`src/rtl/seg_display_pkg.sv`:
```
// -----------------------------------------------------------------------------
// seg_display_pkg
// Shared definitions for the seven-segment display controller:
//   - conversion FSM state type
//   - active-low glyph table (seg[0]=a ... seg[6]=g)
//   - per-nibble add-3 helper used by the double-dabble step
// -----------------------------------------------------------------------------
package seg_display_pkg;

  typedef enum logic [1:0] {
    IDLE   = 2'd0,
    LOAD   = 2'd1,
    SHIFT  = 2'd2,
    COMMIT = 2'd3
  } state_t;

  // Active-low glyphs 0-9, A, b, C, d, E, F (bit order gfedcba)
  localparam logic [6:0] GLYPH_HEX [0:15] = '{
    7'b1000000, 7'b1111001, 7'b0100100, 7'b0110000,
    7'b0011001, 7'b0010010, 7'b0000010, 7'b1111000,
    7'b0000000, 7'b0010000, 7'b0001000, 7'b0000011,
    7'b1000110, 7'b0100001, 7'b0000110, 7'b0001110
  };

  localparam logic [6:0] GLYPH_MINUS = 7'b0111111;
  localparam logic [6:0] GLYPH_E     = 7'b0000110;
  localparam logic [6:0] GLYPH_BLANK = 7'h7F;

  // Double-dabble correction: a nibble of 5 or more would exceed 9 after
  // doubling, so pre-add 3 to make it carry into the next decade.
  function automatic logic [3:0] add3(input logic [3:0] nib);
    return (nib >= 4'd5) ? nib + 4'd3 : nib;
  endfunction

endpackage

```
`src/rtl/seg_display_ctrl_bcd_dd_step.sv`:
```
// -----------------------------------------------------------------------------
// bcd_dd_step
// One combinational double-dabble iteration on a DIGITS-nibble BCD vector:
// every nibble >= 5 gets +3, then the vector shifts left by one with bit_i
// entering the LSB.
//   bcd_i   : BCD vector before the iteration
//   bit_i   : next binary bit (MSB first)
//   bcd_o   : BCD vector after the iteration
//   carry_o : bit shifted out of the top nibble (decimal overflow)
// -----------------------------------------------------------------------------
module bcd_dd_step #(
  parameter int DIGITS = 4
) (
  input  logic [4*DIGITS-1:0] bcd_i,
  input  logic                bit_i,
  output logic [4*DIGITS-1:0] bcd_o,
  output logic                carry_o
);
  import seg_display_pkg::*;

  logic [4*DIGITS-1:0] adj;

  always_comb begin
    adj = '0;
    for (int i = 0; i < DIGITS; i++) begin
      adj[4*i +: 4] = add3(bcd_i[4*i +: 4]);
    end
  end

  assign bcd_o   = {adj[4*DIGITS-2:0], bit_i};
  assign carry_o = adj[4*DIGITS-1];

endmodule

```
`src/rtl/seg_display_ctrl.sv`:
```
// -----------------------------------------------------------------------------
// seg_display_ctrl
// N-digit multiplexed seven-segment controller. Converts a binary value to
// decimal with a sequential double-dabble engine (or passes it through as
// hex), applies leading-zero blanking, an optional minus sign and an 'E'
// overflow pattern, then scans the digits on active-low anodes.
//
//   state  | meaning
//   IDLE   | display stable, watching for a new value/mode or a forced refresh
//   LOAD   | capture value/mode, take magnitude of negative signed input
//   SHIFT  | one double-dabble iteration per cycle, WIDTH cycles
//   COMMIT | build glyphs and blank mask, load display registers
//
// Ports:
//   clk      : system clock
//   reset    : synchronous active-low reset
//   value    : binary value to show
//   hex_mode : 1 = hex digits, 0 = decimal
//   blank_lz : 1 = blank leading zeros
//   seg      : active-low segments, seg[0]=a ... seg[6]=g
//   an       : active-low one-hot anodes
//   busy     : conversion in progress
// -----------------------------------------------------------------------------
module seg_display_ctrl #(
  parameter int DIGITS      = 4,
  parameter int WIDTH       = 16,
  parameter int REFRESH_DIV = 100000,
  parameter int SIGNED_EN   = 0
) (
  input  logic              clk,
  input  logic              reset,
  input  logic [WIDTH-1:0]  value,
  input  logic              hex_mode,
  input  logic              blank_lz,
  output logic [6:0]        seg,
  output logic [DIGITS-1:0] an,
  output logic              busy
);
  import seg_display_pkg::*;

  localparam int BCD_W  = 4 * DIGITS;
  localparam int ITER_W = $clog2(WIDTH + 1);
  localparam int CNT_W  = (REFRESH_DIV > 1) ? $clog2(REFRESH_DIV) : 1;
  localparam int IDX_W  = $clog2(DIGITS);

  state_t                   state_q, state_d;
  logic [WIDTH-1:0]         raw_q, raw_d;
  logic [WIDTH-1:0]         bin_q, bin_d;
  logic                     mode_q, mode_d;
  logic                     neg_q, neg_d;
  logic                     ovf_q, ovf_d;
  logic [BCD_W-1:0]         bcd_q, bcd_d;
  logic [ITER_W-1:0]        iter_q, iter_d;
  logic [WIDTH-1:0]         last_value_q, last_value_d;
  logic                     last_mode_q, last_mode_d;
  logic                     force_conv_q, force_conv_d;
  logic [DIGITS-1:0][6:0]   glyph_q, glyph_d;
  logic [CNT_W-1:0]         cnt_q, cnt_d;
  logic [IDX_W-1:0]         idx_q, idx_d;
  logic [6:0]               seg_q, seg_d;
  logic [DIGITS-1:0]        an_q, an_d;

  logic [BCD_W-1:0]         step_bcd;
  logic                     step_carry;

  logic [BCD_W+WIDTH-1:0]   hex_wide;
  logic [BCD_W-1:0]         digits_c;
  logic                     ovf_c;
  int                       msd_c;
  logic [DIGITS-1:0][6:0]   glyph_new;

  bcd_dd_step #(
    .DIGITS (DIGITS)
  ) u_step (
    .bcd_i   (bcd_q),
    .bit_i   (bin_q[WIDTH-1]),
    .bcd_o   (step_bcd),
    .carry_o (step_carry)
  );

  // Glyphs for the value being committed. Only meaningful in COMMIT, but
  // also used to bypass the display registers so the new glyphs reach seg
  // on the commit edge itself.
  always_comb begin
    hex_wide = {{BCD_W{1'b0}}, raw_q};
    if (mode_q) begin
      digits_c = hex_wide[BCD_W-1:0];
      ovf_c    = |(hex_wide >> BCD_W);
    end else begin
      digits_c = bcd_q;
      ovf_c    = ovf_q;
    end

    msd_c = 0;
    for (int i = 0; i < DIGITS; i++) begin
      if (digits_c[4*i +: 4] != 4'd0) msd_c = i;
    end

    // The minus sign needs a free digit above the most-significant one.
    if (neg_q && msd_c == DIGITS - 1) ovf_c = 1'b1;

    glyph_new = '0;
    for (int i = 0; i < DIGITS; i++) begin
      if (ovf_c) begin
        glyph_new[i] = GLYPH_E;
      end else if (neg_q && i == msd_c + 1) begin
        glyph_new[i] = GLYPH_MINUS;
      end else if ((blank_lz || neg_q) && i > msd_c) begin
        glyph_new[i] = GLYPH_BLANK;
      end else begin
        glyph_new[i] = GLYPH_HEX[digits_c[4*i +: 4]];
      end
    end
  end

  always_comb begin
    state_d      = state_q;
    raw_d        = raw_q;
    bin_d        = bin_q;
    mode_d       = mode_q;
    neg_d        = neg_q;
    ovf_d        = ovf_q;
    bcd_d        = bcd_q;
    iter_d       = iter_q;
    last_value_d = last_value_q;
    last_mode_d  = last_mode_q;
    force_conv_d = force_conv_q;
    glyph_d      = glyph_q;

    case (state_q)
      IDLE: begin
        if (force_conv_q || value != last_value_q || hex_mode != last_mode_q) begin
          state_d = LOAD;
        end
      end
      LOAD: begin
        raw_d  = value;
        mode_d = hex_mode;
        bin_d  = value;
        neg_d  = 1'b0;
        if (!hex_mode && SIGNED_EN != 0 && value[WIDTH-1]) begin
          bin_d = -value;
          neg_d = 1'b1;
        end
        bcd_d   = '0;
        ovf_d   = 1'b0;
        iter_d  = ITER_W'(WIDTH);
        state_d = hex_mode ? COMMIT : SHIFT;
      end
      SHIFT: begin
        bcd_d  = step_bcd;
        bin_d  = bin_q << 1;
        if (step_carry) ovf_d = 1'b1;
        iter_d = iter_q - ITER_W'(1);
        if (iter_q == ITER_W'(1)) state_d = COMMIT;
      end
      COMMIT: begin
        glyph_d      = glyph_new;
        last_value_d = raw_q;
        last_mode_d  = mode_q;
        force_conv_d = 1'b0;
        state_d      = IDLE;
      end
      default: state_d = IDLE;
    endcase
  end

  // Digit scan. seg and an are both registered from the same index so the
  // lit anode and its pattern always change on the same edge.
  always_comb begin
    cnt_d = cnt_q + CNT_W'(1);
    idx_d = idx_q;
    if (cnt_q == CNT_W'(REFRESH_DIV - 1)) begin
      cnt_d = '0;
      idx_d = (idx_q == IDX_W'(DIGITS - 1)) ? '0 : idx_q + IDX_W'(1);
    end
    an_d  = ~(DIGITS'(1) << idx_q);
    seg_d = (state_q == COMMIT) ? glyph_new[idx_q] : glyph_q[idx_q];
  end

  always_ff @(posedge clk) begin
    if (!reset) begin
      state_q      <= IDLE;
      raw_q        <= '0;
      bin_q        <= '0;
      mode_q       <= 1'b0;
      neg_q        <= 1'b0;
      ovf_q        <= 1'b0;
      bcd_q        <= '0;
      iter_q       <= '0;
      last_value_q <= '0;
      last_mode_q  <= 1'b0;
      force_conv_q <= 1'b1;
      glyph_q      <= {DIGITS{GLYPH_BLANK}};
      cnt_q        <= '0;
      idx_q        <= '0;
      seg_q        <= GLYPH_BLANK;
      an_q         <= '1;
    end else begin
      state_q      <= state_d;
      raw_q        <= raw_d;
      bin_q        <= bin_d;
      mode_q       <= mode_d;
      neg_q        <= neg_d;
      ovf_q        <= ovf_d;
      bcd_q        <= bcd_d;
      iter_q       <= iter_d;
      last_value_q <= last_value_d;
      last_mode_q  <= last_mode_d;
      force_conv_q <= force_conv_d;
      glyph_q      <= glyph_d;
      cnt_q        <= cnt_d;
      idx_q        <= idx_d;
      seg_q        <= seg_d;
      an_q         <= an_d;
    end
  end

  assign seg  = seg_q;
  assign an   = an_q;
  assign busy = (state_q != IDLE);

endmodule
```
`config.mk`:
```
export PLATFORM = sky130hd
export DESIGN_NAME = seg_display_ctrl
export DESIGN_NICKNAME = d
export VERILOG_FILES = /design/src/rtl/seg_display_pkg.sv /design/src/rtl/seg_display_ctrl_bcd_dd_step.sv /design/src/rtl/seg_display_ctrl.sv
export SDC_FILE = /design/constraint.sdc
export NUM_CORES = 1
export LEC_CHECK = 0
export ABC_AREA = 1
export ABC_CLOCK_PERIOD_IN_PS = 1850
export CORE_ASPECT_RATIO = 2
export CORE_MARGIN = 2
export CORE_UTILIZATION = 56
export CTS_BUF_LIST = sky130_fd_sc_hd__clkbuf_8 sky130_fd_sc_hd__clkbuf_16
export CTS_CLUSTER_SIZE = 14
export DETAILED_ROUTE_END_ITERATION = 12
export HOLD_SLACK_MARGIN = 0.05
export PLACE_DENSITY = 0.77
export SLEW_MARGIN = 20
export SYNTH_ARGS = -nofsm -noshare
export SYNTH_HDL_FRONTEND = slang
export SYNTH_SLANG_ARGS = --single-unit
export TNS_END_PERCENT = 50
```
`constraint.sdc`:
```
create_clock -name clk -period 1.85 [get_ports clk]
set_input_delay 0.2775 -clock clk [delete_from_list [all_inputs] [get_ports clk]]
set_output_delay 0.2775 -clock clk [all_outputs]
set_load 0.01 [all_outputs]
```
# Word level (Yosys, flattened, before mapping)
# Memories as Yosys holds them, arrays and structs flattened.
# Index checks and enable logic that the tools add are counted.
# totals
register_bits	133
latch_bits	0
ram_bits	0
mem_bits_ro	448
in_bits	20
memories	4
# op_classes
add_sub_neg	7
multipliers	0
div_mod_pow	0
n_lt_le_gt_ge	13
eq_ne	11
shift	1
mux	40
bitwise_logic	6
reduce_logical	15
# mem_list
name	depth	width	rd	rd_ports_with_merged_regs	write_ports	line_no	text
(no name shown)	16	7	1	0	0	seg_display_ctrl.sv:111	glyph_new[i] = GLYPH_HEX[digits_c[4*i +: 4]];
(no name shown)	16	7	1	0	0	seg_display_ctrl.sv:111	
(no name shown)	16	7	1	0	0	seg_display_ctrl.sv:111	
(no name shown)	16	7	1	0	0	seg_display_ctrl.sv:111	
# ops
operator	count
7-bit two-way mux	19
3-bit by 32-bit greater-than comparator with 1-bit output (first input constant)	2
16-bit one-hot mux with 2 select lines	2
1-bit by 32-bit greater-than comparator with 1-bit output (first input constant)	1
2-bit by 32-bit greater-than comparator with 1-bit output (first input constant)	1
32-bit two-way mux	1
7-bit binary-select mux with 2-bit select	2
5-bit greater-or-equal comparator (second input constant)	4
4-bit NOT with 5-bit output	4
17-bit by 1-bit adder with 17-bit output (second input constant)	1
17-bit equality test (second input constant)	1
4-bit by 2-bit adder with 4-bit output (second input constant)	4
4-bit by 3-bit greater-or-equal comparator with 1-bit output (second input constant)	4
16-bit two-way mux	1
4-bit two-way mux	4
16-bit != test	1
4-bit nonzero test	3
5-bit one-hot mux with 2 select lines	1
2-bit two-way mux	4
2-bit one-hot mux with 4 select lines	1
2-bit equality test (second input constant)	3
2-bit != test (second input constant)	3
5-bit by 1-bit equality test with 1-bit output (second input constant)	1
5-bit by 1-bit subtractor with 5-bit output (second input constant)	1
15 further kinds	24

# Depth between registers and ports, before layout
# Gate-level depths: netlist of the first run.
# logic_depth
word_depth	12
mapped_depth	17

# By module
# Synthesis of the first run repeated with hierarchy kept, for this count alone.
# hier_totals
hier_cells	1171
area_unflattened_um2	7843.8
# by_module_without_submodules
mod	instances	cells_each	area_each_um2
seg_display_ctrl	1	1082	7345.8
bcd_dd_step	1	89	498.0

# Least setup slack after synthesis of the first run
# Ideal clock, no wire load.
# synth_path
kind	register to register
from	register mode_q
to	register seg_q[2] (netlist: seg[2])
arrival_ns	1.917
t_required_ns	1.737
slack_ns	-0.180
stages_incl_launch_ff	15
n_path_buf	2
cell_sequence	dfxtp_1 buf_6 buf_6 o21ai_1 inv_1 ha_1 nand2_1 nand3b_1 nand2_1 nor2_1 a21oi_1 nand2_1 nand2_1 nand2_1 nand2_1
# synth_via
elab_chain_cells	12
elab_cells_between_ends	43
cone_classes	order compare: 4; mux: 24; bitwise: 4; reduce/logical: 7; memory: 4
# synth_rtl
element	line_no	text
from (decl)	seg_display_ctrl.sv:49	logic mode_q, mode_d;
from (signal assigned)	seg_display_ctrl.sv:203	mode_q <= mode_d;
16-bit two-way mux	seg_display_ctrl.sv:86	if (mode_q) begin
4-bit nonzero test	seg_display_ctrl.sv:96	if (digits_c[4*i +: 4] != 4'd0) msd_c = i;
1-bit two-way mux	seg_display_ctrl.sv:96	
2-bit two-way mux	seg_display_ctrl.sv:96	
32-bit two-way mux	seg_display_ctrl.sv:96	
1-bit by 32-bit greater-than comparator with 1-bit output, or another cell as far along	seg_display_ctrl.sv:108	end else if ((blank_lz || neg_q) && i > msd_c) begin
1-bit logical AND	seg_display_ctrl.sv:108	
7-bit two-way mux	seg_display_ctrl.sv:108	
7-bit two-way mux	seg_display_ctrl.sv:104	if (ovf_c) begin
7-bit binary-select mux with 2-bit select (*)	seg_display_ctrl.sv:178	seg_d = (state_q == COMMIT) ? glyph_new[idx_q] : glyph_q[idx_q];
7-bit two-way mux (not written as such) (*)	seg_display_ctrl.sv:178	
7-bit two-way mux (*)	seg_display_ctrl.sv:178	
to (signal assigned)	seg_display_ctrl.sv:214	seg_q <= seg_d;
to (decl)	seg_display_ctrl.sv:60	logic [6:0] seg_q, seg_d;
# Every way passes the cells marked *; elsewhere a longest branch is shown, timed or not. The select of a mux whose other input is x is not followed.
# A chain may end at the register's enable or synchronous reset.

# Worst setup path in the final report of the first run
# layout_path
from	register raw_q[12]
to	register seg_q[2] (netlist: seg[2])
# layout_via
elab_chain_cells	10
elab_cells_between_ends	26
cone_classes	order compare: 4; mux: 15; bitwise: 1; reduce/logical: 5; memory: 1
# layout_rtl
element	line_no	text
from (decl)	seg_display_ctrl.sv:47	logic [WIDTH-1:0] raw_q, raw_d;
from (signal assigned)	seg_display_ctrl.sv:201	raw_q <= raw_d;
16-bit two-way mux (*)	seg_display_ctrl.sv:86	
4-bit nonzero test / 4-bit NOT with 5-bit output (equally long branches)	seg_display_ctrl.sv:96, seg_display_ctrl.sv:111	
32-bit two-way mux / memory 16 x 7 bit (equally long branches)	-	
1-bit by 32-bit greater-than comparator with 1-bit output, or another cell as far along	seg_display_ctrl.sv:108	
1-bit logical AND / 7-bit two-way mux (equally long branches)	seg_display_ctrl.sv:108, seg_display_ctrl.sv:111	
7-bit two-way mux	seg_display_ctrl.sv:108	
7-bit two-way mux	seg_display_ctrl.sv:104	
7-bit binary-select mux with 2-bit select (*)	seg_display_ctrl.sv:178	
7-bit two-way mux (not written as such) (*)	seg_display_ctrl.sv:178	
7-bit two-way mux (*)	seg_display_ctrl.sv:178	
# Marks and branches as above.

==> metrics.sh, run 1 <==
RUN_STATUS='finished, violations left'
VIOLATIONS_IN_THE_FINAL_REPORTS='setup timing'
SYNTH-COMPOUND-AREA-SHARE_PCT=16.8
SYN2LAYOUT_AREA_GROWTH_PCT=27.1
CTS.SINK_COUNT=133
CRITICAL_PATH_LAUNCH_POINT_TYPE='flop'
YS_FF_LATCH=133
POST_SYN_AREA_MM2=0.00771
CTS-ROOT-TO-SINK-BUFFERS=2
END_KIND='flop'
CLOCK_TREE_FROM_TRITONCTS='built'
SYNTH.NET_COUNT=1216
DETAIL_ROUTE.VIAS_PER_CELL=5.66
DETAILEDPLACEMENTHPWL_MM=16.8
FINAL_AREA_MM2=0.00980
VIA_COUNT=8016
SYNTHMUXAREASHARE_PCT=0
WORST-SLEW-PIN-TRANSITION_NS=0.557
IR_DROP_mV=1.33
SYNTH_XOR_AREA_SHARE_PCT=1.36
CORE.ROWCOUNT=60
ROUTEDWLPERCELL_UM=16.4
GP_CONGESTION=0.967
SYNTH_WARNINGS=0
LARGEST_NET_DEGREE_AT_THE_START_OF_GLOBAL_ROUTING=63
FINAL_COMMON_CELL='sky130_fd_sc_hd__nand2_1'
TOTAL_POWER_W=0.0123
COMBINATIONAL_FAMILY_WITH_THE_MOST_AREA_AFTER_SYNTHESIS='simple AND/OR/NAND/NOR gates'
HTREE_LEVELS=4
CTS_BUFFERS=17
LAYOUT_MIN_CYCLE_TIME_NS=1.94
CLK-INSERTION-DELAY-LATE_NS=0.42
POWER.DENSITY_mW_PER_MM2=1250
FINISH.UTILIZATION_PCT=72.9
MOST-COMMON-LAYOUT-CELLS='sky130_fd_sc_hd__nand2_1, sky130_fd_sc_hd__inv_1, sky130_fd_sc_hd__dfxtp_1'
TIMING.CRITICAL_PATH.REQUIRED_NS=2.16
MAX-SLEW-MARGIN-REL_PCT=62.7
LAYOUT.NETS=1313
FINCLKSKEW_NS=0.0134
CORE_AREA_MM2=0.0134
DRCVIOLATIONCOUNT=0
DRTANTENNAVIOLNETS=0
SYNTH-MAIN-FF-CELL='sky130_fd_sc_hd__dfxtp_1'
INITIAL_UTILIZATION_PCT=57.4
MAXIMUM_FANOUT_ENCOUNTERED_ON_THE_CRITICAL_TIMING_PATH=4
DR_PASS1_ITERATIONS=5
GRT_SETUP_UNREPAIRED='yes'
YOSYS.AREA_SHARE.ADDER_PCT=6.98
PORT_BUFFERS=31
DESIGN.DIE.AREA_MM2=0.0148
HOLD-WORST-SLACK_NS=0.246
NUMBER_OF_FLOPS_MAPPED_TO_ENABLE_CELLS_BY_YOSYS=0
OVERFLOW=0
SYNTH_ASYNC_SR_FLOP_SHARE_PCT=0
CRIT_PATH_CELL_TRACE='nand2_2 -> nand2_4 -> inv_4 -> ha_4 -> nand2_4 -> nand3b_1 -> buf_4 -> nand2_1 -> nor2_1 -> a21oi_1 -> nand2_1 -> nand2_1 -> nand2_1 -> nand2_1'
TIMING.CRITICAL_PATH.ARRIVAL_NS=2.24
ANTENNA_CELLS=0
SETUP_VIOLATIONS=7
FINAL_HOLD_VIOL_COUNT=0
TIMING.FINAL.WS_SETUP_NS=-0.0858
CLK_PIN_SLEW_NS=0.06
GRT_PASS1_WL_MM=36.5
CTSROOTBUFFERMASTER='sky130_fd_sc_hd__clkbuf_16'
FINALCRITPERIODSHARE_PCT=105
IO_PINS=32
BUFFERS_PLUS_INVERTERS_ON_THE_WORST_SETUP_PATH=2
DIE_H_UM=170
PATH_DELAY_FAMILY='simple AND/OR/NAND/NOR gates'
CTSHOLDBUFFERS=0
POST_SYNTHESIS_AVERAGE_CELL_AREA_UM2=6.69
DP_WORST_SETUP_SLACK_NS=-0.201
YS_SEQ_AREA_SHARE_PCT=34.5
ANTENNA_FOUND_INITIAL=0
YOSYS.AREA_SHARE.SIMPLE_PCT=29.4
CRITPATHSLOWESTCELL='sky130_fd_sc_hd__dfxtp_1'
DRV.MAX_CAP_VIOLATION_COUNT=0
COUNT_OF_UNIQUE_LIBRARY_CELLS_INSTANTIATED_BY_YOSYS=45
TOTAL_LEAKAGE_POWER_nW=4.42
FMAXACHIEVABLE_MHz=517
INITIALDRTVIOLATIONCOUNT=539
SLEW_VIOLATIONS=0
LAYOUT-DRIVE-GT1-SHARE_PCT=19.2
CRIT_PATH_MAX_INCR_DELAY_NS=0.49
TOTAL_WIRE_LENGTH_MM=23.2
WORST_HOLD_PATH_TYPE='in -> reg'
POST_SYNTH_INST_COUNT=1153
POST_PLACEMENT_CELL_AREA_MM2=0.00872
PATH_CLASS='reg -> reg'
FIRST_GLOBAL_VIAS=7735
CPMOSTUSEDCELL='sky130_fd_sc_hd__nand2_1'
DIE_W_UM=87.0
TRACK_USAGE_PCT=31.7
final cells by class:
cell class / instances / area (um2)
inverters: 155 / 597
fillers: 1040 / 3640
repair buffers: 130 / 1170
well taps: 155 / 194
repair inverters: 1 / 11.3
multi-input cells: 812 / 4560
flip-flops and latches: 133 / 2670
clock inverters: 14 / 176
clock buffers: 17 / 425
repair_timing:
item                                    in CTS  in global routing
pin swaps                                   12                 33
buffers inserted                             1                  8
resized for setup                           35                 79
endpoints found under the setup margin      24                 37
cloned                                       1                  0
where the power goes:
| group | internal, W | switching, W | leakage, nW | total [W] |
|---|---|---|---|---|
| registers | 0.00346 | 0.000393 | 1.09 | 0.00385 |
| clock network | 0.00213 | 0.00136 | 0.296 | 0.00348 |
| logic | 0.00191 | 0.00303 | 3.04 | 0.00494 |
registers in the layout (all words and copies together), names as in the netlist:
| signal | flops |
|---|---|
| idx_q | 2 |
| seg | 7 |
| iter_q | 5 |
| force_conv_q | 1 |
| state_q | 2 |
| bin_q | 16 |
| glyph_q | 28 |
| ovf_q | 1 |
| an | 4 |
| last_value_q | 16 |
| bcd_q | 16 |
| last_mode_q | 1 |
| raw_q | 16 |
| cnt_q | 17 |
| mode_q | 1 |
synth_stat cells, types with 10 or more instances:
library cell | number | area (um2)
sky130_fd_sc_hd__nor3_1 | 16 | 80.1
sky130_fd_sc_hd__nand2_2 | 10 | 62.6
sky130_fd_sc_hd__nor2_1 | 72 | 270
sky130_fd_sc_hd__a21oi_1 | 104 | 521
sky130_fd_sc_hd__ha_1 | 43 | 538
sky130_fd_sc_hd__nand2_1 | 285 | 1070
sky130_fd_sc_hd__nand3_1 | 114 | 571
sky130_fd_sc_hd__clkbuf_1 | 32 | 120
sky130_fd_sc_hd__buf_2 | 10 | 50.1
sky130_fd_sc_hd__o21ai_0 | 86 | 430
sky130_fd_sc_hd__dfxtp_1 | 133 | 2660
sky130_fd_sc_hd__inv_1 | 147 | 552
worst min-delay path: cells and delay by family:
kind	cells	cell delay, ns
buffers and inverters	1	0.20
AOI/OAI and AO/OA	2	0.15
final timing paths:
path | to | cells past startpoint | start | slack [ns]
min | raw_q[13]$_SDFFE_PN0P_ | 3 | reset | 0.25
max | seg[2]$_SDFF_PN1_ | 14 | raw_q[12]$_SDFFE_PN0P_ | -0.09
max reg2reg | seg[2]$_SDFF_PN1_ | 14 | raw_q[12]$_SDFFE_PN0P_ | -0.09
min reg2reg | cnt_q[0]$_SDFF_PP0_ | 1 | cnt_q[0]$_SDFF_PP0_ | 0.45
cell families after synthesis:
kind of cell	after synthesis
AND/OR/NAND/NOR	523
buffers and inverters	208
XOR/XNOR	12
adder cells (fa/ha/maj)	43
flip-flops	133
AO/OA/AOI/OAI	234
per-layer routing:
layer	part of all wire [%]	routed length, um	GRT usage, %	vias up
li1	-	-	-	3930
met1	34	7780	29.5	3675
met2	54	12500	58.8	294
met3	3.8	888	4.85	117
met4	8.9	2060	24.4	0
met5	0	0	0	-
per-stage QoR:
step / std cells / setup TNS, ns
6_report: 1417 / -0.347
2_1_floorplan: 1153 / 0
4_1_cts: 1409 / -0.234
3_3_place_gp: 1376 / -1.48
5_1_grt: 1417 / -1.67
3_5_place_dp: 1376 / -1.78
No activity file was read; power rests on OpenSTA's default activity.
==> run 2: changes to the inputs <==
TNS_END_PERCENT = 10   (was 50)
==> run 2 against run 1 <==
  * The run still ends with setup timing left
  * Sequential cell count is the same
  * First-iteration DRC count down 9.3%
  * Global-route usage is 0.10 points lower
  * Die area did not move
  * Sequential share of layout area grew 0.39 points
  * Critical path type unchanged
==> metrics.sh, run 2 (synthesized netlist as in run 1, its figures left out) <==
RUN_STATUS='finished, violations left'  # unchanged
VIOLATIONS_IN_THE_FINAL_REPORTS='setup timing'  # unchanged
FINCLKSKEW_NS=0.0130  # was 0.0134 ns
FINAL_COMMON_CELL='sky130_fd_sc_hd__nand2_1'  # unchanged
DR_PASS1_ITERATIONS=6  # was 5
TOTAL_POWER_W=0.0121  # was 0.0123 W
ROUTEDWLPERCELL_UM=16.1  # was 16.4 um
P_SW_SHARE_PCT=38.8  # was 38.9%
LAYOUT-DRIVE-GT1-SHARE_PCT=17.7  # was 19.2%
CLK_PIN_SLEW_NS=0.06  # about the same
LARGEST_NET_DEGREE_AT_THE_START_OF_GLOBAL_ROUTING=63  # unchanged
ANTENNA_CELLS=0  # unchanged
INTERNAL_POWER_W=0.00742  # was 0.00750 W
REG.LARGEST.LIST='glyph_q (28), cnt_q (17)'  # unchanged
TOTAL_WIRE_LENGTH_MM=22.7  # was 23.2 mm
SLEW_VIOLATIONS=0  # unchanged
MAX-SLEW-MARGIN-REL_PCT=73.3  # was 62.7%
TRACK_USAGE_PCT=31.6  # was 31.7%
DIE_H_UM=170  # unchanged
CLK-INSERTION-DELAY-LATE_NS=0.42  # about the same
GRT_MOST_USED_LAYER='met2'  # unchanged
GR-USAGE-MET3_PCT=4.66  # was 4.85%
DIE_W_UM=87.0  # unchanged
DETAILEDPLACEMENTHPWL_MM=16.8  # unchanged
HTREE_LEVELS=4  # unchanged
DETAIL_ROUTE.VIAS_PER_CELL=5.65  # was 5.66
FINAL_HOLD_VIOL_COUNT=0  # unchanged
POWER_SHARE_OF_THE_COMBINATIONAL_GROUP_PCT=39.5  # was 40.3%
INITIAL_UTILIZATION_PCT=57.4  # unchanged
NFILLCELLS=1064  # was 1040
CLOCK_TREE_FROM_TRITONCTS='built'  # unchanged
POWER.DENSITY_mW_PER_MM2=1250  # about the same
LAYOUT.NETS=1310  # was 1313
FINAL_AREA_MM2=0.00966  # was 0.00980 mm2
SETUP_VIOLATIONS=9  # was 7
FINISH.UTILIZATION_PCT=71.9  # was 72.9%
INITIALDRTVIOLATIONCOUNT=489  # was 539
IR_DROP_mV=1.31  # was 1.33 mV
FINALCRITPERIODSHARE_PCT=105  # about the same
CTSHOLDBUFFERS=0  # unchanged
POWER.SWITCHING_W=0.00470  # was 0.00478 W
CORE_AREA_MM2=0.0134  # unchanged
SEQ_POWER_SHARE_PCT=31.7  # was 31.4%
DESIGN.DIE.AREA_MM2=0.0148  # unchanged
CLOCK_POWER_SHARE_PCT=28.7  # was 28.4%
IO_PINS=32  # unchanged
PORT_BUFFERS=31  # unchanged
CTS-ROOT-TO-SINK-BUFFERS=2  # unchanged
CORE.ROWCOUNT=60  # unchanged
VIA_COUNT=7994  # was 8016
FIRST_GLOBAL_VIAS=7675  # was 7735
SETUP-TNS-FINAL_NS=-0.426  # was -0.347 ns
TIMING.CRITICAL_PATH.ARRIVAL_NS=2.25  # was 2.24 ns
GR-USAGE-MET1_PCT=29.8  # was 29.5%
LAYOUT_MIN_CYCLE_TIME_NS=1.95  # was 1.94 ns
OVERFLOW=0  # unchanged
INST_COUNT_DP=1376  # unchanged
DRCVIOLATIONCOUNT=0  # unchanged
TOTAL_LEAKAGE_POWER_nW=4.37  # was 4.42 nW
INSTANCES_NO_FILL=1414  # was 1417
GROUTE.LAYER.MET2.USAGE_PCT=58.8  # about the same
FMAXACHIEVABLE_MHz=514  # was 517 MHz
SYN2LAYOUT_AREA_GROWTH_PCT=25.3  # was 27.1%
TIMING.CRITICAL_PATH.REQUIRED_NS=2.16  # about the same
ANTENNA_FOUND_INITIAL=0  # unchanged
GRT_PASS1_WL_MM=36.3  # was 36.5 mm
LARGEST-REGISTER='glyph_q'  # unchanged
PATH_CLASS='reg -> reg'  # unchanged
CTSROOTBUFFERMASTER='sky130_fd_sc_hd__clkbuf_16'  # unchanged
CRITICAL_PATH_LAUNCH_POINT_TYPE='flop'  # unchanged
MAX_FFS_PER_REGISTER=28  # unchanged
WORST_HOLD_PATH_TYPE='in -> reg'  # unchanged
DRTANTENNAVIOLNETS=0  # unchanged
MOST-COMMON-LAYOUT-CELLS='sky130_fd_sc_hd__nand2_1, sky130_fd_sc_hd__inv_1, sky130_fd_sc_hd__dfxtp_1'  # unchanged
TIMING.FINAL.WS_SETUP_NS=-0.0958  # was -0.0858 ns
GRT_SETUP_UNREPAIRED='yes'  # unchanged
POST_PLACEMENT_CELL_AREA_MM2=0.00872  # unchanged
GP_CONGESTION=0.967  # unchanged
WORST-SLEW-PIN-TRANSITION_NS=0.399  # was 0.557 ns
DRV.MAX_CAP_VIOLATION_COUNT=0  # unchanged
CTS.SINK_COUNT=133  # unchanged
MAXIMUM_FANOUT_ENCOUNTERED_ON_THE_CRITICAL_TIMING_PATH=4  # unchanged
CTS_BUFFERS=17  # unchanged
END_KIND='flop'  # unchanged
## run 2: power by group through the flow
stage	registers, W	logic (W)	clock network (W)
2_1_floorplan	0.00374	0.00292	0
3_3_place_gp	0.00385	0.00433	0
3_5_place_dp	0.00387	0.00440	0
4_1_cts	0.00382	0.00447	0.00351
5_1_grt	0.00388	0.00529	0.00362
6_report	0.00384	0.00479	0.00348
## run 2: what timing repair did
| item | CTS | global route |
|---|---|---|
| pin swaps | 5 | 32 |
| endpoints found under the setup margin | 24 | 38 |
| endpoints found under the hold margin | 0 | 0 |
| setup buffers | 0 | 7 |
| cloned | 0 | 1 |
| gates resized for setup | 16 | 72 |
## run 2: path summary, 6_finish.rpt
path	endpoint	cells after the start	slack (ns)	start
max	seg[0]$_SDFF_PN1_	14	-0.1	raw_q[12]$_SDFFE_PN0P_
min reg2reg	cnt_q[0]$_SDFF_PP0_	1	0.45	cnt_q[0]$_SDFF_PP0_
min	raw_q[13]$_SDFFE_PN0P_	3	0.24	reset
max reg2reg	seg[0]$_SDFF_PN1_	14	-0.1	raw_q[12]$_SDFFE_PN0P_
## run 2: final cells by class
type                    instances  area [um2]  area share, %
clock buffers                  17         425           4.40
clock inverters                14         176           1.83
inverters                     155         599           6.20
multi-input cells             812        4470           46.2
flip-flops and latches        133        2670           27.6
well taps                     155         194           2.01
repair buffers                127        1120           11.6
repair inverters                1        8.76         0.0906
## run 2: through the flow
| stage | setup slack, ns | hold slack (ns) |
|---|---|---|
| after floorplan | 0.00383 | 0.418 |
| after global placement | -0.188 | 0.435 |
| after detailed placement | -0.201 | 0.446 |
| after CTS | -0.0886 | 0.233 |
| after global routing | -0.207 | 0.264 |
| final | -0.0958 | 0.243 |
## run 2: critical path, cell delays in order, from the launching register on
cell                       delay [ns]
sky130_fd_sc_hd__dfxtp_1         0.50
sky130_fd_sc_hd__nand2_2         0.12
sky130_fd_sc_hd__nand2_4         0.10
sky130_fd_sc_hd__inv_4           0.04
sky130_fd_sc_hd__ha_4            0.16
sky130_fd_sc_hd__nand2_4         0.06
sky130_fd_sc_hd__nand3b_1        0.19
sky130_fd_sc_hd__buf_4           0.15
sky130_fd_sc_hd__nand2_1         0.05
sky130_fd_sc_hd__inv_2           0.08
sky130_fd_sc_hd__nand3_2         0.11
sky130_fd_sc_hd__nand3_2         0.08
sky130_fd_sc_hd__nand3_2         0.06
sky130_fd_sc_hd__nand2_1         0.08
sky130_fd_sc_hd__nand2_1         0.05
## run 2: routing by layer
| layer | vias up | wire length, um |
|---|---|---|
| li1 | 3934 | - |
| met1 | 3649 | 7580 |
| met2 | 299 | 12300 |
| met3 | 112 | 916 |
| met4 | 0 | 1910 |
| met5 | - | 0 |
==> run 3: changes to the inputs <==
ABC_CLOCK_PERIOD_IN_PS = 1800   (was 1850)
CORE_UTILIZATION = 60   (was 56)
PLACE_DENSITY = 0.79   (was 0.77)
clock period = 1.8 ns   (was 1.85 ns; I/O delays follow)
==> run 3 against run 2 <==
  * The run still ends with setup timing left
  * Sequential power grew 2%
  * Global-route usage rose by 1.9 points
  * Clock power grew 3%
  * Clock skew up 0.00064 ns
  * Routed wire length rose by 0.33%
  * First-iteration DRC count fell by 7.2%
  * Fmax shrank 1.1%
  * Largest cell class unchanged
  * Combinational power rose by 3%
  * Critical endpoint unchanged
  * Core utilization up 5.2 points
==> metrics.sh, run 3 (synthesized netlist as in run 1, its figures left out) <==
SETUP-TNS-FINAL_NS=-1.25  # was -0.426 ns
CRITICAL_PATH_LAUNCH_POINT_TYPE='flop'  # unchanged
WORST_R2R_PATH_DEPTH=16  # was 14
DRCVIOLATIONCOUNT=0  # unchanged
MOST-COMMON-LAYOUT-CELLS='sky130_fd_sc_hd__nand2_1, sky130_fd_sc_hd__inv_1, sky130_fd_sc_hd__dfxtp_1'  # unchanged
INITIALDRTVIOLATIONCOUNT=454  # was 489
WORST_HOLD_PATH_TYPE='in -> reg'  # unchanged
IO_PINS=32  # unchanged
CTSROOTBUFFERMASTER='sky130_fd_sc_hd__clkbuf_16'  # unchanged
DRTANTENNAVIOLNETS=0  # unchanged
SYN2LAYOUT_AREA_GROWTH_PCT=25.6  # was 25.3%
TIMING.CRITICAL_PATH.ARRIVAL_NS=2.28  # was 2.25 ns
POWER.DENSITY_mW_PER_MM2=1280  # was 1250 mW/mm2
FINAL_COMMON_CELL='sky130_fd_sc_hd__nand2_1'  # unchanged
R2R_START='mode_q$_SDFFE_PN0P_'  # was raw_q[12]$_SDFFE_PN0P_
DETAILEDPLACEMENTHPWL_MM=16.9  # was 16.8 mm
TRACK_USAGE_PCT=33.5  # was 31.6%
PATH_CLASS='reg -> reg'  # unchanged
HOLD-WORST-SLACK_NS=0.291  # was 0.243 ns
CTS.SINK_COUNT=133  # unchanged
CTSHOLDBUFFERS=0  # unchanged
RUN_STATUS='finished, violations left'  # unchanged
FINAL_HOLD_VIOL_COUNT=0  # unchanged
TIMING.FINAL.WS_SETUP_NS=-0.167  # was -0.0958 ns
LARGEST_NET_DEGREE_AT_THE_START_OF_GLOBAL_ROUTING=71  # was 63
ANTENNA_FOUND_INITIAL=0  # unchanged
DRV.MAX_CAP_VIOLATION_COUNT=0  # unchanged
HP-START='reset'  # unchanged
DETAIL_ROUTE.VIAS_PER_CELL=5.63  # was 5.65
DIE_H_UM=164  # was 170 um
FIRST_GLOBAL_VIAS=7800  # was 7675
PORT_BUFFERS=31  # unchanged
CTS-ROOT-TO-SINK-BUFFERS=2  # unchanged
CLK_PIN_SLEW_NS=0.06  # about the same
TOTAL_WIRE_LENGTH_MM=22.8  # was 22.7 mm
CORE.ROWCOUNT=58  # was 60
CORE_AREA_MM2=0.0126  # was 0.0134 mm2
SETUP_VIOLATIONS=15  # was 9
WORST-SLEW-PIN-TRANSITION_NS=0.597  # was 0.399 ns
LARGEST-REGISTER='glyph_q'  # unchanged
CLOCK_TREE_FROM_TRITONCTS='built'  # unchanged
LAYOUT-DRIVE-GT1-SHARE_PCT=19.1  # was 17.7%
OVERFLOW=0  # unchanged
GP_CONGESTION=0.973  # was 0.967
FINALCRITPERIODSHARE_PCT=109  # was 105%
SLEW_VIOLATIONS=0  # unchanged
TIMING.CRITICAL_PATH.REQUIRED_NS=2.11  # was 2.16 ns
HTREE_LEVELS=4  # unchanged
INITIAL_UTILIZATION_PCT=61.4  # was 57.4%
TIMING.HOLD.WORST_PATH_DEPTH=3  # unchanged
ROUTEDWLPERCELL_UM=16.0  # was 16.1 um
GRT_SETUP_UNREPAIRED='yes'  # unchanged
TOTAL_LEAKAGE_POWER_nW=4.45  # was 4.37 nW
FMAXACHIEVABLE_MHz=508  # was 514 MHz
DESIGN.DIE.AREA_MM2=0.0138  # was 0.0148 mm2
VIA_COUNT=8013  # was 7994
VIOLATIONS_IN_THE_FINAL_REPORTS='setup timing'  # unchanged
ANTENNA_CELLS=0  # unchanged
MAXIMUM_FANOUT_ENCOUNTERED_ON_THE_CRITICAL_TIMING_PATH=6  # was 4
MAX-SLEW-MARGIN-REL_PCT=60.0  # was 73.3%
FINISH.UTILIZATION_PCT=77.1  # was 71.9%
LAYOUT_MIN_CYCLE_TIME_NS=1.97  # was 1.95 ns
END_KIND='flop'  # unchanged
CLK-INSERTION-DELAY-LATE_NS=0.43  # was 0.42 ns
IR_DROP_mV=1.07  # was 1.31 mV
DP_WORST_SETUP_SLACK_NS=-0.239  # was -0.201 ns
REG.LARGEST.LIST='glyph_q (28), cnt_q (17)'  # unchanged
WORST_SETUP_STARTPOINT='mode_q$_SDFFE_PN0P_'  # was raw_q[12]$_SDFFE_PN0P_
DR_PASS1_ITERATIONS=7  # was 6
CTS_BUFFERS=17  # unchanged
DIE_W_UM=84.2  # was 87.0 um
MAX_FFS_PER_REGISTER=28  # unchanged
LAYOUT.NETS=1324  # was 1310
GRT_PASS1_WL_MM=36.4  # was 36.3 mm
FINCLKSKEW_NS=0.0137  # was 0.0130 ns
-- run 3: area by class of cell --
| cell class | count | area (um2) |
|---|---|---|
| clock inverters | 15 | 176 |
| well taps | 150 | 188 |
| multi-input cells | 812 | 4430 |
| repair inverters | 1 | 6.26 |
| clock buffers | 17 | 425 |
| fillers | 961 | 2870 |
| inverters | 155 | 594 |
| repair buffers | 141 | 1190 |
| flip-flops and latches | 133 | 2670 |
-- run 3: power breakdown --
part	total (W)	internal [W]	leakage [nW]	switching [W]
logic	0.00494	0.00189	3.07	0.00304
registers	0.00392	0.00355	1.09	0.000366
clock network	0.00358	0.00219	0.301	0.00139
total	0.0124	0.00763	4.45	0.00480
-- run 3: critical path: stages, from the launching register on --
cell	delay (ns)
sky130_fd_sc_hd__dfxtp_4	0.36
sky130_fd_sc_hd__buf_8	0.14
sky130_fd_sc_hd__inv_8	0.07
sky130_fd_sc_hd__nand2_4	0.05
sky130_fd_sc_hd__nand2_4	0.08
sky130_fd_sc_hd__inv_6	0.04
sky130_fd_sc_hd__ha_4	0.16
sky130_fd_sc_hd__nand2_4	0.05
sky130_fd_sc_hd__nand3b_1	0.24
sky130_fd_sc_hd__buf_4	0.18
sky130_fd_sc_hd__nand2_2	0.04
sky130_fd_sc_hd__inv_2	0.07
sky130_fd_sc_hd__nand3_2	0.09
sky130_fd_sc_hd__nand3_2	0.09
sky130_fd_sc_hd__nand3_2	0.06
sky130_fd_sc_hd__nand2_1	0.08
sky130_fd_sc_hd__nand2_1	0.05
-- run 3: final timing paths --
kind                               to  slack, ns
setup reg to reg    seg[0]$_SDFF_PN1_      -0.17
hold reg to reg   cnt_q[0]$_SDFF_PP0_       0.44
setup / recovery    seg[0]$_SDFF_PN1_      -0.17
hold / removal       an[0]$_SDFF_PN1_       0.29
-- run 3: repair_timing --
| action | in CTS | in global routing |
|---|---|---|
| resized for setup | 38 | 42 |
| endpoints found under the setup margin | 25 | 58 |
| buffers inserted | 5 | 2 |
| pin swaps | 17 | 25 |
| cloned | 2 | 0 |
| endpoints found under the hold margin | 0 | 0 |
-- run 3: per-layer routing --
layer	global-route usage (%)	share of wire, %
met5	0	0
met2	64.8	54
met1	29.8	33
met4	26.7	8.5
met3	4.67	3.9
-- run 3: stage by stage --
step                      instance area [um2]  instances  total power [W]
final                                    9680       1424           0.0124
after global routing                     9680       1424           0.0131
after CTS                                9570       1423           0.0122
after detailed placement                 8820       1384          0.00855
after global placement                   8820       1384          0.00847
after floorplan                          7760       1153          0.00686
==> RTL edit (flow settings as in run 2) <==
Make the reset (`reset`) asynchronous in one clocked block. Comments in the files are not updated.
--- a/src/rtl/seg_display_ctrl.sv
+++ b/src/rtl/seg_display_ctrl.sv
@@ -178,7 +178,7 @@
     seg_d = (state_q == COMMIT) ? glyph_new[idx_q] : glyph_q[idx_q];
   end
 
-  always_ff @(posedge clk) begin
+  always_ff @(posedge clk or negedge reset) begin
     if (!reset) begin
       state_q      <= IDLE;
       raw_q        <= '0;
Function: differs if reset is asserted again (counterexample within 4 cycles, from zero or initial values and one cycle with reset low); with reset held inactive, the same outputs for 10 cycles.
==> RTL edit against run 2 <==
- the flow still finishes with violations (setup timing)
- cell count shrank 3.0%
- critical path depth is the same
- highest routed layer unchanged
- sequential cell count is the same
- global-route usage shrank 1.2 points
- count of clock-buffer cells in the layout is the same
- critical path type unchanged
- final area grew 3.6%
- setup slack lost 0.11 ns
- largest cell class unchanged
- routed wire length shrank 2.6%
- synthesized area grew 3.1%
- clock skew shrank 0.0024 ns
- power grew 42%
==> RTL edit: results (changes against run 2) <==
failing checks - setup timing
Routed WL - 22100 microns (-2.6%)
Setup TNS Final - -1.91 ns (-1.48 ns)
Slew headroom - 0.761 (+0.0280)
WP data arrival - 2.43 ns (+0.18 ns)
pin count of the biggest net entering global routing - 68 (+7.9%)
Max clock buf depth - 2 (unchanged)
placed cells - 1332 (-3.2%)
final setup vio count - 22 (+13)
vias in the first global route - 7695 (+0.26%)
top flop regs - glyph_q: 28 flops, cnt_q: 17 flops
Via density - 5.52 (-2.3%)
Yosys cell types - 47 (+4.4%)
RePlAce Congestion - 0.900 (-7.0%)
gr usage total - 0.303 (-0.0122)
NumNets Final - 1233 (-5.9%)
status - finished with violations
post-route setup slack - -0.206 ns (-0.110 ns)
clk_lat worst skew - 0.43 ns
CP top delay family - simple AND/OR/NAND/NOR gates
Hold Crit Class - in -> async
CTS clk-pin slew, worst paths - 0.07 ns
Peak supply drop - 1.48 mV (+13%)
Non-Filler Instances - 1371 (-3.0%)
first-pass GRT wire length - 35300 microns (-2.7%)
cts bufs inserted - 17 (unchanged)
Synth area leaders - dfrtp_1, nand2_1, dfstp_2
max incr delay on CP - 0.46 ns (-0.04 ns)
postcts setup bufs - 3 (+3)
Post-Route Skew - 0.0106 ns (-0.00242 ns)
Max FO, Critical Path - 13 (+9)
Syn Nets - 1125 (-7.5%)
clk root buf - clkbuf_16
Synth async-reset ratio - 1.00 (+1.00)
combinational power - 0.00922 W (+92%)
crit path from - mode_q
Avg Inst Size Synth - 7.49 sq um (+12%)
hpwl dp - 15900 microns (-5.5%)
Static Leakage - 4.78 nW (+9.2%)
Clock power frac - 0.187 (-0.100)
CTS Hold Bufs - 1 (+1)
Net Sw Power - 0.00763 W (+62%)
slowest cell on the critical path - dfrtp_2
post-synthesis sequential area ratio - 0.425 (+0.0799)
layout cells sized above 1 - 0.217 (+0.0395)
port bufs - 31 (unchanged)
DR iter-0 viols - 388 (-21%)
post_cts resized - 53 (+37)
Post-synth top flop - dfrtp_1
Post-synth top cells - nand2_1, inv_1, o21ai_0
DR pass1 iterations - 8 (+2)
RTL edit: changes by cell type after synthesis, moves of 23 or more:
cell / run 2 / this run
a21oi_1: 104 / 22
dfrtp_1: 0 / 93
dfstp_2: 0 / 40
dfxtp_1: 133 / 0
inv_1: 147 / 124
nand2_1: 285 / 333
nand3_1: 114 / 78
o21ai_0: 86 / 123
RTL edit: logic make-up after synthesis:
family | after synthesis | synth area share
AOI/OAI and AO/OA | 197 | 0.139
xor gates and xnor gates | 12 | 0.0132
adders and majority gates | 44 | 0.0693
buffers and inverters | 164 | 0.0833
DFF | 133 | 0.425
and+or+nand+nor | 511 | 0.270
RTL edit: routing by layer:
metal,part of all wire,vias to the layer above,GRT usage
li1,-,3639,-
met1,0.33,3571,0.276
met2,0.54,245,0.552
met3,0.037,117,0.0592
met4,0.088,0,0.254
met5,0,-,0
RTL edit: worst paths after layout:
path | endpoint | slack [ns] | cells past startpoint
hold / removal | cnt_q[2] | 0.28 | 2
max in group asynchronous | force_conv_q | 0.91 | 3
setup / recovery | seg[6] | -0.21 | 14
hold reg to reg | force_conv_q | 0.45 | 2
setup reg to reg | seg[6] | -0.21 | 14
min in group clk | raw_q[9] | 0.44 | 3
RTL edit: layout make-up:
cell class / count / area [sq um]
multi-input cells: 764 / 4240
fillers: 1085 / 3870
flip-flops and latches: 133 / 3380
repair buffers: 124 / 1110
inverters: 129 / 484
clock buffers: 17 / 425
well taps: 189 / 236
clock inverters: 15 / 134
RTL edit: metrics by stage:
stage | power (W) | worst slack (ns) | cell area, sq um
3_3_place_gp | 0.0126 | -0.168 | 9060
5_1_grt | 0.0184 | -0.336 | 10000
4_1_cts | 0.0166 | -0.149 | 9830
3_5_place_dp | 0.0128 | -0.215 | 9060
2_1_floorplan | 0.00974 | -0.0422 | 7990
6_report | 0.0172 | -0.206 | 10000
